### config.mk
export PLATFORM = sky130hd
export DESIGN_NAME = vector_mac_sequencer
export DESIGN_NICKNAME = d
export VERILOG_FILES = /design/src/rtl/pe_pkg.sv /design/src/rtl/sm_fixed_mult.sv /design/src/rtl/vector_mac_sequencer.sv
export SDC_FILE = /design/constraint.sdc
export NUM_CORES = 1
export LEC_CHECK = 0
export CAP_MARGIN = 25
export CORE_MARGIN = 2
export CORE_UTILIZATION = 64
export CTS_CLUSTER_DIAMETER = 40
export CTS_CLUSTER_SIZE = 12
export DETAILED_ROUTE_END_ITERATION = 7
export PLACE_DENSITY_LB_ADDON = 0.12
export SLEW_MARGIN = 40
export SYNTH_ARGS = -nofsm -noshare
export SYNTH_HDL_FRONTEND = slang
export SYNTH_SLANG_ARGS = --single-unit
### constraint.sdc
create_clock -name clk -period 24 [get_ports clk]
set_clock_uncertainty 0.1 [all_clocks]
set_input_delay 4.8 -clock clk [delete_from_list [all_inputs] [get_ports clk]]
set_output_delay 4.8 -clock clk [all_outputs]
set_load 0.1 [all_outputs]
### src/rtl/pe_pkg.sv
`default_nettype none
// ----------------------------------------------------------------------------
// pe_pkg : shared widths, saturation limits and sequencer state encoding
// Rev 1.0
// ----------------------------------------------------------------------------
package pe_pkg;

  localparam int DATA_W    = 16;
  localparam int FRAC_BITS = 12;
  localparam int ACC_W     = 24;

  localparam logic signed [ACC_W-1:0] c_acc_max = {1'b0, {(ACC_W-1){1'b1}}};
  localparam logic signed [ACC_W-1:0] c_acc_min = {1'b1, {(ACC_W-1){1'b0}}};
  localparam logic signed [DATA_W-1:0] c_res_max = {1'b0, {(DATA_W-1){1'b1}}};
  localparam logic signed [DATA_W-1:0] c_res_min = {1'b1, {(DATA_W-1){1'b0}}};

  typedef enum logic [1:0] {
    IDLE  = 2'd0,
    ISSUE = 2'd1,
    DRAIN = 2'd2,
    DONE  = 2'd3
  } state_e;

endpackage
`default_nettype wire

### src/rtl/sm_fixed_mult.sv
`default_nettype none
// ----------------------------------------------------------------------------
// sm_fixed_mult : combinational sign-magnitude fixed-point multiply
// Rev 1.0
// ----------------------------------------------------------------------------
module sm_fixed_mult
  import pe_pkg::*;
#(
  parameter int DATA_W    = pe_pkg::DATA_W,
  parameter int FRAC_BITS = pe_pkg::FRAC_BITS,
  parameter int ACC_W     = pe_pkg::ACC_W
) (
  input  logic [DATA_W-1:0]        a,
  input  logic [DATA_W-1:0]        b,
  output logic signed [ACC_W-1:0]  prod
);

  localparam int c_full_w = 2 * (DATA_W - 1);

  logic [c_full_w-1:0] w_full;
  logic [c_full_w-1:0] w_shift;
  logic [ACC_W-1:0]    w_mag;
  logic                w_neg;

  assign w_full  = {{(DATA_W-1){1'b0}}, a[DATA_W-2:0]} *
                   {{(DATA_W-1){1'b0}}, b[DATA_W-2:0]};
  // Truncate the magnitude first so negative results round toward zero
  assign w_shift = w_full >> FRAC_BITS;
  assign w_mag   = ACC_W'(w_shift);
  assign w_neg   = a[DATA_W-1] ^ b[DATA_W-1];
  assign prod    = w_neg ? -$signed(w_mag) : $signed(w_mag);

endmodule
`default_nettype wire

### src/rtl/vector_mac_sequencer.sv
`default_nettype none
// ----------------------------------------------------------------------------
// vector_mac_sequencer : streams one dot product through a single multiplier
// Rev 1.0
// ----------------------------------------------------------------------------
module vector_mac_sequencer
  import pe_pkg::*;
#(
  parameter int DATA_W    = pe_pkg::DATA_W,
  parameter int FRAC_BITS = pe_pkg::FRAC_BITS,
  parameter int ACC_W     = pe_pkg::ACC_W,
  parameter int ADDR_W    = 8,
  parameter int LEN_W     = 8
) (
  input  logic              clk,
  input  logic              rst,
  input  logic              start_valid,
  output logic              start_ready,
  input  logic [ADDR_W-1:0] base_addr,
  input  logic [LEN_W-1:0]  len,
  output logic              rd_en,
  output logic [ADDR_W-1:0] rd_addr,
  input  logic [DATA_W-1:0] rd_data_a,
  input  logic [DATA_W-1:0] rd_data_b,
  output logic              res_valid,
  input  logic              res_ready,
  output logic [DATA_W-1:0] res,
  output logic              res_ovf,
  output logic              busy
);

  localparam logic signed [ACC_W-1:0] c_sat_hi = {1'b0, {(ACC_W-1){1'b1}}};
  localparam logic signed [ACC_W-1:0] c_sat_lo = {1'b1, {(ACC_W-1){1'b0}}};
  localparam logic signed [ACC_W-1:0] c_clamp_hi = ACC_W'((1 << (DATA_W-1)) - 1);
  localparam logic signed [ACC_W-1:0] c_clamp_lo = ~c_clamp_hi;

  state_e                   r_state;
  logic [LEN_W-1:0]         r_cnt;
  logic signed [ACC_W-1:0]  r_acc;
  logic                     r_ovf;
  logic                     r_acc_en;

  logic signed [ACC_W-1:0]  w_prod;
  logic signed [ACC_W:0]    w_sum;
  logic                     w_add_ovf;
  logic signed [ACC_W-1:0]  w_acc_next;
  logic signed [ACC_W-1:0]  w_acc_fin;
  logic                     w_ovf_fin;
  logic                     w_clamp_hi;
  logic                     w_clamp_lo;
  logic [DATA_W-1:0]        w_res;
  logic                     w_res_ovf;

  sm_fixed_mult #(
    .DATA_W    (DATA_W),
    .FRAC_BITS (FRAC_BITS),
    .ACC_W     (ACC_W)
  ) u_mult (
    .a    (rd_data_a),
    .b    (rd_data_b),
    .prod (w_prod)
  );

  // One guard bit detects two's-complement overflow of the accumulate
  assign w_sum      = {r_acc[ACC_W-1], r_acc} + {w_prod[ACC_W-1], w_prod};
  assign w_add_ovf  = w_sum[ACC_W] ^ w_sum[ACC_W-1];
  assign w_acc_next = w_add_ovf ? (w_sum[ACC_W] ? c_sat_lo : c_sat_hi)
                                : w_sum[ACC_W-1:0];

  // Result is formed from the value the accumulator takes at this edge
  assign w_acc_fin  = r_acc_en ? w_acc_next : r_acc;
  assign w_ovf_fin  = r_ovf | (r_acc_en & w_add_ovf);
  assign w_clamp_hi = w_acc_fin > c_clamp_hi;
  assign w_clamp_lo = w_acc_fin < c_clamp_lo;
  assign w_res      = w_clamp_hi ? c_clamp_hi[DATA_W-1:0] :
                      w_clamp_lo ? c_clamp_lo[DATA_W-1:0] :
                                   w_acc_fin[DATA_W-1:0];
  assign w_res_ovf  = w_ovf_fin | w_clamp_hi | w_clamp_lo;

  always_ff @(posedge clk) begin
    if (rst) begin
      r_state     <= IDLE;
      r_cnt       <= '0;
      r_acc       <= '0;
      r_ovf       <= 1'b0;
      r_acc_en    <= 1'b0;
      start_ready <= 1'b1;
      rd_en       <= 1'b0;
      rd_addr     <= '0;
      res_valid   <= 1'b0;
      res         <= '0;
      res_ovf     <= 1'b0;
      busy        <= 1'b0;
    end else begin
      r_acc_en <= rd_en;
      if (r_acc_en) begin
        r_acc <= w_acc_next;
        r_ovf <= w_ovf_fin;
      end

      case (r_state)
        IDLE: begin
          if (start_valid && start_ready) begin
            r_acc       <= '0;
            r_ovf       <= 1'b0;
            start_ready <= 1'b0;
            busy        <= 1'b1;
            rd_addr     <= base_addr;
            r_cnt       <= len - 1'b1;
            if (len != '0) begin
              r_state <= ISSUE;
              rd_en   <= 1'b1;
            end else begin
              r_state   <= DONE;
              res_valid <= 1'b1;
              res       <= '0;
              res_ovf   <= 1'b0;
            end
          end
        end

        ISSUE: begin
          if (r_cnt == '0) begin
            rd_en   <= 1'b0;
            r_state <= DRAIN;
          end else begin
            rd_addr <= rd_addr + 1'b1;
            r_cnt   <= r_cnt - 1'b1;
          end
        end

        DRAIN: begin
          r_state   <= DONE;
          res_valid <= 1'b1;
          res       <= w_res;
          res_ovf   <= w_res_ovf;
        end

        DONE: begin
          if (res_ready) begin
            r_state     <= IDLE;
            res_valid   <= 1'b0;
            start_ready <= 1'b1;
            busy        <= 1'b0;
          end
        end

        default: r_state <= IDLE;
      endcase
    end
  end

endmodule
`default_nettype wire

==> results of run 1 <==
worst min-delay path: stages, from the launching register on:
cell and delay [ns]:
sky130_fd_sc_hd__dfxtp_1 0.31, sky130_fd_sc_hd__nand2_1 0.05, sky130_fd_sc_hd__a21oi_1 0.05
logic make-up after synthesis:
logic type,synth area share [%]
compound gates,15.9
flops,10.4
mux,0.972
simple gates,21.1
buf+inv,8.84
fa+ha+maj,39.2
xor+xnor,3.58
state kept, by name (all words and copies together), names as in the netlist:
register / count
busy: 1
r_acc: 24
r_acc_en: 1
r_cnt: 8
r_ovf: 1
r_state: 2
rd_addr: 8
rd_en: 1
res: 16
res_ovf: 1
res_valid: 1
start_ready: 1
through the flow:
step / cells / utilization, % / worst slack [ns]
final: 1774 / 70.0 / 7.37
after floorplan: 1479 / - / 8.90
after detailed placement: 1759 / 68.5 / 7.02
after global placement: 1759 / 69.1 / 7.28
after CTS: 1773 / 69.9 / 7.30
after global routing: 1774 / 70.0 / 6.64
routing by layer:
metal	vias to the layer above	share of wire, %	GRT usage, %
li1	4959	-	-
met1	5155	43	40.5
met2	328	48	50.2
met3	78	5.1	4.73
met4	0	3.6	12.1
met5	-	0	0
final cells by class:
| class | count | area (sq um) | area share, % |
|---|---|---|---|
| clock buffers | 10 | 239 | 1.77 |
| clock inverters | 4 | 45.0 | 0.334 |
| inverters | 203 | 762 | 5.65 |
| multi-input cells | 1141 | 10100 | 74.9 |
| flip-flops and latches | 65 | 1300 | 9.65 |
| well taps | 265 | 332 | 2.46 |
| repair buffers | 86 | 701 | 5.20 |
final timing paths:
path | slack (ns) | endpoint | start
setup / recovery | 7.37 | res[7]$_SDFFE_PP0P_ | rd_data_b[6]
hold / removal | 0.36 | res[15]$_SDFFE_PP0P_ | res[15]$_SDFFE_PP0P_
setup reg to reg | 18.57 | res[7]$_SDFFE_PP0P_ | r_acc[6]$_SDFF_PP0_
hold reg to reg | 0.36 | res[15]$_SDFFE_PP0P_ | res[15]$_SDFFE_PP0P_
cell usage in the layout (no fill, tap or decap), types with 6 or more instances in the layout:
cell type / instances
sky130_fd_sc_hd__and2_1: 154
sky130_fd_sc_hd__a21oi_1: 77
sky130_fd_sc_hd__mux2i_1: 11
sky130_fd_sc_hd__fa_1: 167
sky130_fd_sc_hd__clkbuf_16: 9
sky130_fd_sc_hd__nand3_1: 29
sky130_fd_sc_hd__o21ai_0: 45
sky130_fd_sc_hd__ha_1: 124
sky130_fd_sc_hd__clkdlybuf4s50_1: 51
sky130_fd_sc_hd__o21a_1: 7
sky130_fd_sc_hd__xnor2_1: 30
sky130_fd_sc_hd__xor2_1: 21
sky130_fd_sc_hd__nand4_1: 13
sky130_fd_sc_hd__nor2_1: 75
sky130_fd_sc_hd__dfxtp_1: 65
sky130_fd_sc_hd__nor4_1: 8
sky130_fd_sc_hd__a221o_1: 10
sky130_fd_sc_hd__a31oi_1: 13
sky130_fd_sc_hd__o21ai_1: 8
sky130_fd_sc_hd__and3_1: 12
sky130_fd_sc_hd__inv_1: 203
sky130_fd_sc_hd__nand2b_1: 7
sky130_fd_sc_hd__nor3_1: 8
sky130_fd_sc_hd__a32oi_1: 6
sky130_fd_sc_hd__o211ai_1: 13
sky130_fd_sc_hd__a21o_1: 12
sky130_fd_sc_hd__o31ai_1: 13
sky130_fd_sc_hd__a22oi_1: 6
sky130_fd_sc_hd__nand2_1: 139
sky130_fd_sc_hd__buf_2: 29
sky130_fd_sc_hd__a211oi_1: 10
sky130_fd_sc_hd__nor2b_1: 24
==> impl_results.md, run 1 <==
- Via count of the first global-routing pass: 10200
- Highest achievable clock rate: 60.1 MHz
- Largest net degree at the start of global routing: 48
- Port Buffers: 80
- Startpoint-to-endpoint class of the critical path: in -> reg
- Fraction of the cycle the final worst path needs: 69.3%
- Fin. max-slew vios: 0
- Largest delay contributor family on the critical path: adder cells
- Worst path depth: 40
- CP dominant cell by count: sky130_fd_sc_hd__fa_1
- Number of buffer and inverter stages on the critical path: 6
- Unrepaired setup endpoints after global routing: false
- First-pass GRT wire length: 50100 um
- Finished layout cell area: 0.0135 sq mm
- Maximum capacitance violations: 0
- Final period demand of the worst path: 16.63 ns
- Cell at the slowest stage of the critical path: sky130_fd_sc_hd__clkdlybuf4s50_1
- Category of the worst setup path launch point: input pin
- DRC violation total after the first TritonRoute iteration: 684
- Routability-driven placement congestion ratio: 0.957
- Arrival time of the worst setup path: 16.80 ns
- Wire length reported by the detailed router: 30400 um
- Area post-placement: 0.0132 sq mm
- Antenna-violating nets left: 0
- Top fanout value on the critical path: 18
- Required time at the worst-slack endpoint: 24.18 ns
- Syn nets: 1822
- Number of library cell types mapped by synthesis: 83
- Routed len/inst: 17.1 um
- DRC Markers: 0
- Resized Gates After CTS: 0
- Share of cells above drive strength 1: 6.10%
- Core area: 0.0193 sq mm
- Area growth from synthesis to layout: 8.00%
- Number of enable-type register cells in the synthesized netlist: 0
- IO Pins: 81
- CTS Hold Buffers Added: 0
- Dominant synthesized flop cell: sky130_fd_sc_hd__dfxtp_1
- TritonCTS clock tree: built
- Number of standard cells after synthesis: 1479
- Buffer levels on the longest clock path: 2
- Effective utilization at floorplan: 64.8%
- Share of flip-flops with an asynchronous set or reset: 0%
- Setup-violating endpoint count in the final report: 0
- Reg2reg path depth: 17
- Max-slew headroom: 49.7%
- Postcts setup bufs: 0
- Post-synth top area share: 26.8%
- Sequential share of the synthesized area: 10.4%
- Final count of hold timing violations: 0
- Register clock-pin slew on the reported worst setup and hold paths: 0.06 ns
- Clk sinks: 65
- Antenna Cells: 0
- Number of synthesized register bits: 65
- Placed wire-length estimate: 24100 um
- Number of warning messages in the yosys log: 0
- Chip width: 144 um
- Post-synthesis instance area: 0.0125 sq mm
- Most repeated cell in the gate-level netlist after synthesis: sky130_fd_sc_hd__inv_1
- Die outline area: 0.0206 sq mm
- Detailed-route via count: 10500
- Cells on Worst Hold Path: 2
- Mean area per synthesized cell: 8.44 sq um
- Min-Delay Path Class: reg -> reg
- Least-Margin Pin Slew: 0.752 ns
- Overall global routing resource usage: 30.5%
- Setup TNS: 0 ns
- Kind of capture point of the worst setup path: register
- Top post-synthesis cells by count: sky130_fd_sc_hd__inv_1, sky130_fd_sc_hd__fa_1, sky130_fd_sc_hd__and2_1
- Worst-skew pair later-pin latency: 0.35 ns
- Post-synth top area cell: sky130_fd_sc_hd__fa_1
- Synth area leaders: sky130_fd_sc_hd__fa_1, sky130_fd_sc_hd__ha_1, sky130_fd_sc_hd__dfxtp_1
- Number of buffers added by the clock tree synthesis step: 9
- Delay of the slowest critical-path stage: 0.80 ns
- Number of detailed-routing iterations run before antenna repair: 5
- Number of fillers in the final layout: 1577
- Final Net Count: 1849
- FP Rows: 51
- Buffer type at the clock tree root: sky130_fd_sc_hd__clkbuf_16
- Antenna violations before repair: 0
- Result of the run: finished, final reports clean
- Final-layout worst hold slack: 0.359 ns
- Number of H-tree branching levels: 3
- Vert. Die Dim: 144 um
- Average via count per standard cell: 5.93
- Global-route congestion overflow total: 0
Power of run 1 is not shown: default switching activity piles up to over one toggle a cycle in this logic, so the estimate is an artifact.
==> inputs of run 2 (changes only) <==
--- a/config.mk
+++ b/config.mk
@@ -7,7 +7,7 @@
 export LEC_CHECK = 0
 export CAP_MARGIN = 25
 export CORE_MARGIN = 2
-export CORE_UTILIZATION = 64
+export CORE_UTILIZATION = 62
 export CTS_CLUSTER_DIAMETER = 40
 export CTS_CLUSTER_SIZE = 12
 export DETAILED_ROUTE_END_ITERATION = 7
==> constraint.sdc (replaced) <==
create_clock -name clk -period 16.33 [get_ports clk]
set_clock_uncertainty 0.1 [all_clocks]
set_input_delay 3.266 -clock clk [delete_from_list [all_inputs] [get_ports clk]]
set_output_delay 3.266 -clock clk [all_outputs]
set_load 0.1 [all_outputs]
==> impl_results.md, run 2 (synthesis gave the netlist of run 1 again) <==
- Utilization of the core after routing: 69.0%
- Wire length reported by the detailed router: 30000 um
- Top fanout value on the critical path: 18
- Postcts setup bufs: 0
- Effective utilization at floorplan: 63.7%
- Cell at the slowest stage of the critical path: sky130_fd_sc_hd__clkdlybuf4s50_1
- Detailed-route via count: 10500
- Met2 wire length: 14900 um
- Pre-CTS worst setup slack: 1.07 ns
- Top routing layer used: met4
- Largest net degree at the start of global routing: 48
- Number of H-tree branching levels: 3
- Required time at the worst-slack endpoint: 16.52 ns
- Largest registers: r_acc x24, res x16
- Fin. max-slew vios: 0
- Area growth from synthesis to layout: 8.31%
- Max FFs per register: 24
- Result of the run: finished, final reports clean
- Met1 WL: 12800 um
- CP dominant cell by count: sky130_fd_sc_hd__fa_1
- Share of cells above drive strength 1: 6.35%
- First-pass GRT wire length: 51000 um
- Antenna violations before repair: 0
- Antenna-violating nets left: 0
- IO Pins: 81
- Commonest non-fill, non-tap cell in the layout: sky130_fd_sc_hd__inv_1
- TritonCTS clock tree: built
- Chip width: 146 um
- Final-layout worst hold slack: 0.363 ns
- Routability-driven placement congestion ratio: 0.927
- Least-Margin Pin Slew: 0.732 ns
- Fraction of the cycle the final worst path needs: 92.2%
- Cells on Worst Hold Path: 2
- Highest achievable clock rate: 66.5 MHz
- Final Net Count: 1851
- Setup-violating endpoint count in the final report: 0
- Worst-skew pair later-pin latency: 0.36 ns
- DRC violation total after the first TritonRoute iteration: 639
- Slack of the critical path: 1.28 ns
- Register clock-pin slew on the reported worst setup and hold paths: 0.07 ns
- Kind of capture point of the worst setup path: register
- Final period demand of the worst path: 15.05 ns
- Global-route congestion overflow total: 0
- Startpoint-to-endpoint class of the critical path: in -> reg
- Register with the most flip-flops: r_acc
- Clk sinks: 65
- Delay of the slowest critical-path stage: 0.76 ns
- CTS Hold Buffers Added: 0
- Buffer type at the clock tree root: sky130_fd_sc_hd__clkbuf_16
- Unrepaired setup endpoints after global routing: false
- Port Buffers: 80
- Resized Gates After CTS: 0
- Die outline area: 0.0213 sq mm
- Final count of hold timing violations: 0
- Buffer levels on the longest clock path: 2
- Vert. Die Dim: 146 um
- Most frequent cells in the layout: sky130_fd_sc_hd__inv_1, sky130_fd_sc_hd__fa_1, sky130_fd_sc_hd__and2_1, sky130_fd_sc_hd__nand2_1, sky130_fd_sc_hd__ha_1
- Via count of the first global-routing pass: 10600
- Category of the worst setup path launch point: input pin
- Routed len/inst: 16.9 um
- Reg2reg path depth: 17
- Average via count per standard cell: 5.89
- Setup TNS: 0 ns
- DRC Markers: 0
- Min-Delay Path Class: reg -> reg
- WL met3: 1500 um
- Number of buffers added by the clock tree synthesis step: 9
- FP Rows: 51
- Overall global routing resource usage: 29.2%
- Number of detailed-routing iterations run before antenna repair: 5
- Maximum capacitance violations: 0
- Placed wire-length estimate: 23800 um
- Max-slew headroom: 51.1%
- Antenna Cells: 0
- Arrival time of the worst setup path: 15.24 ns
- Core area: 0.0196 sq mm
==> run 2: metal layers <==
metal	global-route usage, %	vias up
met4	10.0	0
li1	-	4977
met3	3.79	69
met2	49.9	303
met1	38.2	5122
met5	0	-
==> run 2: worst max-delay path, delay by kind of cell <==
family	cells	cell delay [ns]
AO/OA/AOI/OAI	14	3.68
XOR/XNOR	2	0.27
AND/OR/NAND/NOR	8	2.34
adder cells (fa/ha/maj)	10	4.43
buffers and inverters	6	1.25
==> run 2: path summary, 6_finish.rpt <==
path / start / slack, ns / endpoint
hold / removal: res[15]$_SDFFE_PP0P_ / 0.36 / res[15]$_SDFFE_PP0P_
setup / recovery: rd_data_a[10] / 1.28 / res[7]$_SDFFE_PP0P_
setup reg to reg: r_acc[6]$_SDFF_PP0_ / 10.91 / res[7]$_SDFFE_PP0P_
hold reg to reg: res[15]$_SDFFE_PP0P_ / 0.36 / res[15]$_SDFFE_PP0P_
==> run 2: layout make-up <==
cell class	instances	area [sq um]
Tap cell	265	332
Multi-Input combinational cell	1141	10100
Sequential cell	65	1300
Clock inverter	7	82.6
Inverter	203	762
Timing Repair Buffer	88	716
Clock buffer	9	225
Fill cell	1649	6070
==> run 2: stage by stage <==
| stage | instances | instance area (sq um) |
|---|---|---|
| after floorplan | 1479 | 12500 |
| after global placement | 1761 | 13300 |
| after detailed placement | 1762 | 13200 |
| after CTS | 1778 | 13500 |
| after global routing | 1778 | 13500 |
| final | 1778 | 13500 |
Power of run 2 is left out for the same reason.
